$ cat src/rtl/spi_mem_responder.sv
// SPI-style memory responder: LSB-first frames carrying op, address and
// write data, backed by a resettable MEM_DEPTH x 8 register array.
module spi_mem_responder #(
  parameter int MEM_DEPTH = 32,
  parameter int READ_LAT  = 0
) (
  input  logic clk,
  input  logic rst,
  input  logic i_cs,
  input  logic i_mosi,
  output logic o_miso,
  output logic o_ready,
  output logic o_op_done
);

  localparam int AW = (MEM_DEPTH > 1) ? $clog2(MEM_DEPTH) : 1;

  typedef enum logic [2:0] {
    IDLE,
    START,
    CMD,
    WDATA,
    COMMIT,
    RWAIT,
    RSEND
  } state_t;

  state_t      state_q, state_d;
  logic [7:0]  cnt_q, cnt_d;
  logic        op_q, op_d;
  logic [7:0]  addr_q, addr_d;
  logic [7:0]  data_q, data_d;
  logic [7:0]  rd_q, rd_d;
  logic        miso_q, miso_d;
  logic        ready_q, ready_d;
  logic        done_q, done_d;
  logic [7:0]  mem_q [MEM_DEPTH];
  logic [7:0]  mem_d [MEM_DEPTH];

  logic        addr_ok;
  logic [7:0]  mem_rd;
  logic [2:0]  bit_idx;

  // Address decode and bit select for the serial read-out.
  always_comb begin
    addr_ok = 32'(addr_q) < MEM_DEPTH;
    mem_rd  = 8'h00;
    if (addr_ok) begin
      mem_rd = mem_q[addr_q[AW-1:0]];
    end
    // cnt 1..8 selects rd bit 0..7; 8 wraps to index 7.
    bit_idx = cnt_q[2:0] - 3'd1;
  end

  // Frame FSM: next state, shift registers, memory update and outputs.
  always_comb begin
    state_d = state_q;
    cnt_d   = cnt_q;
    op_d    = op_q;
    addr_d  = addr_q;
    data_d  = data_q;
    rd_d    = rd_q;
    miso_d  = 1'b0;
    ready_d = 1'b0;
    done_d  = 1'b0;
    mem_d   = mem_q;

    unique case (state_q)
      IDLE: begin
        cnt_d = 8'd0;
        if (!i_cs) begin
          state_d = START;
        end
      end

      START: begin
        if (i_cs) begin
          state_d = IDLE;
        end else begin
          op_d    = i_mosi;
          cnt_d   = 8'd0;
          state_d = CMD;
        end
      end

      CMD: begin
        if (i_cs) begin
          state_d = IDLE;
          cnt_d   = 8'd0;
        end else begin
          addr_d = {i_mosi, addr_q[7:1]};
          cnt_d  = cnt_q + 8'd1;
          if (cnt_q == 8'd7) begin
            cnt_d   = 8'd0;
            state_d = op_q ? WDATA : RWAIT;
          end
        end
      end

      WDATA: begin
        if (i_cs) begin
          state_d = IDLE;
          cnt_d   = 8'd0;
        end else begin
          data_d = {i_mosi, data_q[7:1]};
          cnt_d  = cnt_q + 8'd1;
          if (cnt_q == 8'd7) begin
            cnt_d   = 8'd0;
            state_d = COMMIT;
          end
        end
      end

      COMMIT: begin
        // Out-of-range writes still complete so the master never stalls.
        if (addr_ok) begin
          mem_d[addr_q[AW-1:0]] = data_q;
        end
        done_d  = 1'b1;
        state_d = IDLE;
      end

      RWAIT: begin
        if (32'(cnt_q) >= READ_LAT) begin
          rd_d    = mem_rd;
          miso_d  = mem_rd[0];
          ready_d = 1'b1;
          cnt_d   = 8'd1;
          state_d = RSEND;
        end else begin
          cnt_d = cnt_q + 8'd1;
        end
      end

      RSEND: begin
        if (cnt_q == 8'd9) begin
          cnt_d   = 8'd0;
          state_d = IDLE;
        end else begin
          miso_d = rd_q[bit_idx];
          cnt_d  = cnt_q + 8'd1;
        end
      end

      default: begin
        state_d = IDLE;
        cnt_d   = 8'd0;
      end
    endcase
  end

  // State, datapath and output registers with synchronous reset.
  always_ff @(posedge clk) begin
    if (rst) begin
      state_q <= IDLE;
      cnt_q   <= 8'd0;
      op_q    <= 1'b0;
      addr_q  <= 8'd0;
      data_q  <= 8'd0;
      rd_q    <= 8'd0;
      miso_q  <= 1'b0;
      ready_q <= 1'b0;
      done_q  <= 1'b0;
    end else begin
      state_q <= state_d;
      cnt_q   <= cnt_d;
      op_q    <= op_d;
      addr_q  <= addr_d;
      data_q  <= data_d;
      rd_q    <= rd_d;
      miso_q  <= miso_d;
      ready_q <= ready_d;
      done_q  <= done_d;
    end
  end

  // Memory array, cleared on reset.
  always_ff @(posedge clk) begin
    for (int i = 0; i < MEM_DEPTH; i++) begin
      if (rst) begin
        mem_q[i] <= 8'h00;
      end else begin
        mem_q[i] <= mem_d[i];
      end
    end
  end

  assign o_miso    = miso_q;
  assign o_ready   = ready_q;
  assign o_op_done = done_q;

endmodule

$ cat config.mk
export PLATFORM = sky130hd
export DESIGN_NAME = spi_mem_responder
export DESIGN_NICKNAME = d
export VERILOG_FILES = /design/src/rtl/spi_mem_responder.sv
export SDC_FILE = /design/constraint.sdc
export NUM_CORES = 1
export LEC_CHECK = 0
export ABC_AREA = 1
export CAP_MARGIN = 0
export CORE_ASPECT_RATIO = 1.4
export CORE_MARGIN = 2
export CORE_UTILIZATION = 60
export DETAILED_ROUTE_END_ITERATION = 10
export DONT_BUFFER_PORTS = 1
export PLACE_DENSITY_LB_ADDON = 0.08
export SLEW_MARGIN = 0
export SYNTH_ARGS = -nofsm -noshare
export SYNTH_HDL_FRONTEND = slang
export SYNTH_SLANG_ARGS = --single-unit
$ cat constraint.sdc
create_clock -name clk -period 2.7 [get_ports clk]
set_input_delay 0.27 -clock clk [delete_from_list [all_inputs] [get_ports clk]]
set_output_delay 0.27 -clock clk [all_outputs]
set_load 0.01 [all_outputs]
# [After elaboration in Yosys (flattened, before gate mapping)]
# Cells that the tools add are included.
# Widths: inputs -> output; s select.
[classes] addsub=2 magnitude_cmp=4 n_eq_ne=13 muxes=27 bitwise=3 reduce_logical=9
[op_table] op="$bwmux 256" n=1
[op_table] op="$mux 8" n=8
[op_table] op="$bmux 8 s5" n=1
[op_table] op="$demux 8 s5" n=1
[op_table] op="$pmux 8 s5" n=1
[op_table] op="$mux 3" n=7
[op_table] op="$pmux 3 s6" n=1
[op_table] op="$reduce_and 2->1" n=5
[op_table] op="$eq 3x3->1 const B" n=3
[op_table] op="$add 8x1->8 const B" n=1
[op_table] op="$eq 8x3->1 const B" n=1
[op_table] op="$eq 8x4->1 const B" n=1
[op_table] op="$lt 8x6->1 const B" n=1
[op_table] op="$eq 3x2->1 const B" n=2
[op_table] op="$ge 6x6->1 const B" n=1
[op_table] op="$lt 6x1->1 const B" n=1
[op_table] op="$ne 2x2->1 const B" n=3
[op_table] op="$ne 3x3->1 const B" n=2
[op_table] op="$not 5->6" n=1
[op_table] op="$lt 3x4->1 const B" n=1
[op_table] op="$mux 1" n=4
[op_table] op="$reduce_and 4->1" n=1
[op_table] op="$bmux 1 s3" n=1
[op_table] op="$eq 3x1->1 const B" n=1
[op_table] op="other kinds (7)" n=8
[word_totals] register_bits=295 inputBits=4 out_inout_bits=3

# [Logic depth before layout (Yosys ltp)]
[logic_depth] ltp_word=6 depth_mapped=14 depth_no_buf=11

# [Worst setup path after synthesis]
# No wires, ideal clock.
[synth_timing] kind="register -> register" from="register addr_q[3]" to="register mem_q[62] (netlist bit)" arrival_ns=1.465 path_slack_ns=1.118 stages_incl_launch_ff=10 path_buffers=2 period_less_slack_ns=1.582 cell_sequence="dfxtp_1 buf_6 inv_6 nor3_4 inv_2 nor2_8 nand2_4 buf_6 o21ai_1 a21oi_1"
[synth_between] elab_chain_cells=6 word_cells_on_any_way=9
[synth_rtl] element="start, declared" line_no="31" source="logic [7:0] addr_q, addr_d;"
[synth_rtl] element="start signal, assigned" line_no="168" source="addr_q <= addr_d;"
[synth_rtl] element="$not 5->6 (implied by the code)" line_no="117" source="mem_d[addr_q[AW-1:0]] = data_q;"
[synth_rtl] element="$ge 6x6->1 (implied by the code) / $lt 6x1->1 (equally long branches)" line_no="117"
[synth_rtl] element="$logic_and 1x1->1 (implied by the code)" line_no="117"
[synth_rtl] element="$mux 8 (implied by the code)" line_no="117"
[synth_rtl] element="$demux 8 s5" line_no="117"
[synth_rtl] element="$bwmux 256" line_no="117"
[synth_rtl] element="end signal, assigned by index" line_no="183" source="mem_q[i] <= mem_d[i];"
[synth_rtl] element="end, declared" line_no="37" source="logic [7:0] mem_q [MEM_DEPTH];"
# Parallel ways exist; a longest one is shown, timed or not.
# A chain may end at the register's enable or synchronous reset.

# [Final worst setup path]
[layout_timing] from="register addr_q[0]" to="register mem_q[224] (netlist bit)"
# The elaborated chain is that of the path after synthesis.

==> flow_metrics.py <==
metrics = {
    "status": {
        "status": "complete, no violations",
    },
    "die": {
        "coreArea_sq_um": 23800,
        "die_x_um": 135,
        "rows": 67,
        "initial_core_util_pct": 60.9,
        "die_height_um": 188,
        "die_area_sq_um": 25400,
        "ios": 7,
    },
    "grt": {
        "grt_pass1_wl_um": 58500,
        "grt_pass1_vias": 11296,
        "grt_start_max_net_pins": 164,
        "antenna_found_initial": 0,
        "grt_overflow": 0,
        "grt_use_total_pct": 28.3,
    },
    "power": {
        "p_sw_share_pct": 22.2,
        "p_int_mw": 7.04,
        "p_sw_mw": 2.01,
        "peakVddDrop_mv": 0.524,
        "p_clk_share_pct": 47.3,
        "p_seq_share_pct": 48.4,
        "power_density_nw_per_um2": 590,
        "leakagePower_nw": 6.65,
        "comb_power_share_pct": 4.2,
    },
    "sta": {
        "relSlewSlack_pct": 50.6,
        "grt_setup_unrepaired": "false",
        "finalCritPeriodShare_pct": 80.3,
        "fmax_mhz": 462,
        "fin_crit_ns": 2.17,
        "setup_viol": 0,
        "fin_skew_ns": 0.0119,
        "tns_ns": 0,
        "worst_pin_slew_ns": 0.740,
        "hold_violations": 0,
        "drv_slew": 0,
    },
    "worst_setup_path": {
        "regToRegEndpoint": "mem_q[224]",
        "cp_data_required_time_ns": 3.13,
        "ff2ff_setup_slack_ns": 0.53,
        "crit_type": "reg -> reg",
        "cp-end-kind": "register",
        "path_buf_inv": 2,
        "r2r-start": "addr_q[0]",
        "path_cells": "buf_12, nand2_1, inv_2, nand2_4, o21ai_0, a21oi_1",
        "r2r_cells": 6,
        "crit_arrival_ns": 2.59,
        "cp_slowest_cell": "buf_12",
        "path_max_fanout": 163,
        "crit_family": "buffers and inverters",
        "cp-start-kind": "register",
        "max_stage_delay_ns": 0.51,
    },
    "routing": {
        "drc": 0,
        "wl_per_cell_um": 15.3,
        "drt_iter0_drc": 996,
        "via_per_inst": 5.26,
        "met1Wirelength_um": 15900,
        "routed.top_layer": "met4",
        "route.met2.wl_um": 17400,
        "dr.pass1.iters": 6,
        "antenna_left": 0,
        "vias": 12462,
        "wl_met3_um": 1760,
        "wirelength_um": 36300,
    },
    "clock_network": {
        "cts.sinks": 295,
        "htreeDepth": 1,
        "clk_path_buf_depth": 3,
        "cts.clk_slew.worst_paths_ns": 0.07,
        "clock-root-buffer": "clkbuf_16",
        "tritoncts": "done",
        "ctsHoldBuffers": 3,
        "post_cts_buffers": 0,
        "cts_resized": 0,
        "numCtsBuffers": 29,
        "insertion_delay_ns": 0.54,
    },
    "min_path": {
        "holdPathStages": 3,
        "holdPathEnd": "state_q[2]",
        "worstHoldStart": "i_cs",
        "min_path_type": "in -> reg",
    },
    "synthesis": {
        "synthDistinctLibCells": 39,
        "ys_ff_latch": 295,
        "async_flop_share_pct": 0,
        "synth-edff-count": 0,
        "synth_nets": 2122,
        "netlist_instances": 2115,
        "syn_area_sq_um": 14500,
        "avgSynthCellArea_sq_um": 6.86,
        "ys.flop_type": "dfxtp_1",
        "synth-seq-area-share_pct": 40.7,
        "yosysWarnings": 0,
    },
    "placement": {
        "io_buffers": 0,
        "gp_congestion": 0.822,
        "hpwl_um": 21800,
    },
    "final_layout": {
        "final_cell_mix": "nand2_1 (655), dfxtp_1 (293), inv_1 (261)",
        "syn2layout_area_growth_pct": 5.76,
        "drive_above_1_share_pct": 7.73,
        "layout_commonest_cell": "nand2_1",
        "post-route-util_pct": 64.4,
        "final_nets": 2043,
        "antenna_cells": 0,
    },
    "run": {
        "cap_violations": 0,
    },
}
synthesized netlist by cell type (10+ instances only):
cell type / instances / area [sq um]
a21oi_1: 249 / 1250
buf_2: 18 / 90.1
buf_6: 37 / 417
clkbuf_1: 69 / 259
dfxtp_1: 295 / 5910
inv_1: 261 / 980
inv_2: 14 / 52.6
nand2_1: 655 / 2460
nand2_4: 30 / 338
nand3_1: 12 / 60.1
nor2_1: 95 / 357
nor2_8: 10 / 200
o21ai_0: 248 / 1240
o21ai_1: 54 / 270
o21ai_2: 11 / 96.3
through the flow:
stage                     instance area [sq um]  setup slack, ns  hold slack [ns]  std cells  power [mW]
after floorplan                           14500             1.12            0.405       2115        4.77
after global placement                    14300            0.625            0.341       2312        4.85
after detailed placement                  14300            0.573            0.343       2312        4.85
after CTS                                 15300            0.537           0.0235       2368        9.08
after global routing                      15300            0.345           0.0559       2368        9.31
final                                     15300            0.533           0.0331       2368        9.05
flip-flops by register name, indices dropped and copies added, names as in the netlist:
register,count
mem_q,256
o_miso,1
addr_q,8
rd_q,8
o_ready,1
data_q,8
o_op_done,1
cnt_q,8
op_q,1
state_q,3
routing by layer:
| metal | GRT usage, % | up-vias |
|---|---|---|
| li1 | - | 6452 |
| met1 | 37.3 | 5640 |
| met3 | 3.16 | 71 |
| met2 | 48.0 | 299 |
| met5 | 0 | - |
| met4 | 9.82 | 0 |
cells by family after synthesis:
logic type,synth area share [%]
compound gates,20.5
flops,40.7
simple gates,25.2
buf+inv,13.1
xor+xnor,0.242
fa+ha+maj,0.259
worst register-to-register path, delay by kind of cell, from the launching register on:
kind            cells  cell delay (ns)
compound gates      2             0.27
buf+inv             2             0.95
flops               1             0.36
simple gates        2             0.47
how the worst max path moves through the flow:
stage          startpoint          to  slack [ns]  cells after the start
2_1_floorplan   addr_q[3]   mem_q[62]        1.12                      9
3_3_place_gp    addr_q[2]  mem_q[205]        0.62                      8
3_5_place_dp    addr_q[2]  mem_q[206]        0.57                      8
4_1_cts         addr_q[2]  mem_q[206]        0.54                      8
5_1_grt         addr_q[2]  mem_q[201]        0.35                      7
6_report        addr_q[0]  mem_q[224]        0.53                      6
power by group through the flow:
stage               Clock, mW  Sequential (mW)  Combinational [mW]
floorplan                   0             4.47               0.296
global placement            0             4.48               0.366
detailed placement          0             4.48               0.371
global route             4.51             4.38               0.424
finish                   4.28             4.38               0.383
CTS                      4.32             4.38               0.380
cell type report:
| type | instances | area, sq um |
|---|---|---|
| repair buffers | 24 | 263 |
| multi-input cells | 1407 | 6700 |
| well taps | 310 | 388 |
| fillers | 2153 | 8470 |
| clock buffers | 45 | 866 |
| inverters | 279 | 1060 |
| flip-flops and latches | 295 | 5910 |
| clock inverters | 8 | 145 |
Note: power is estimated with default switching activity, not from simulation.
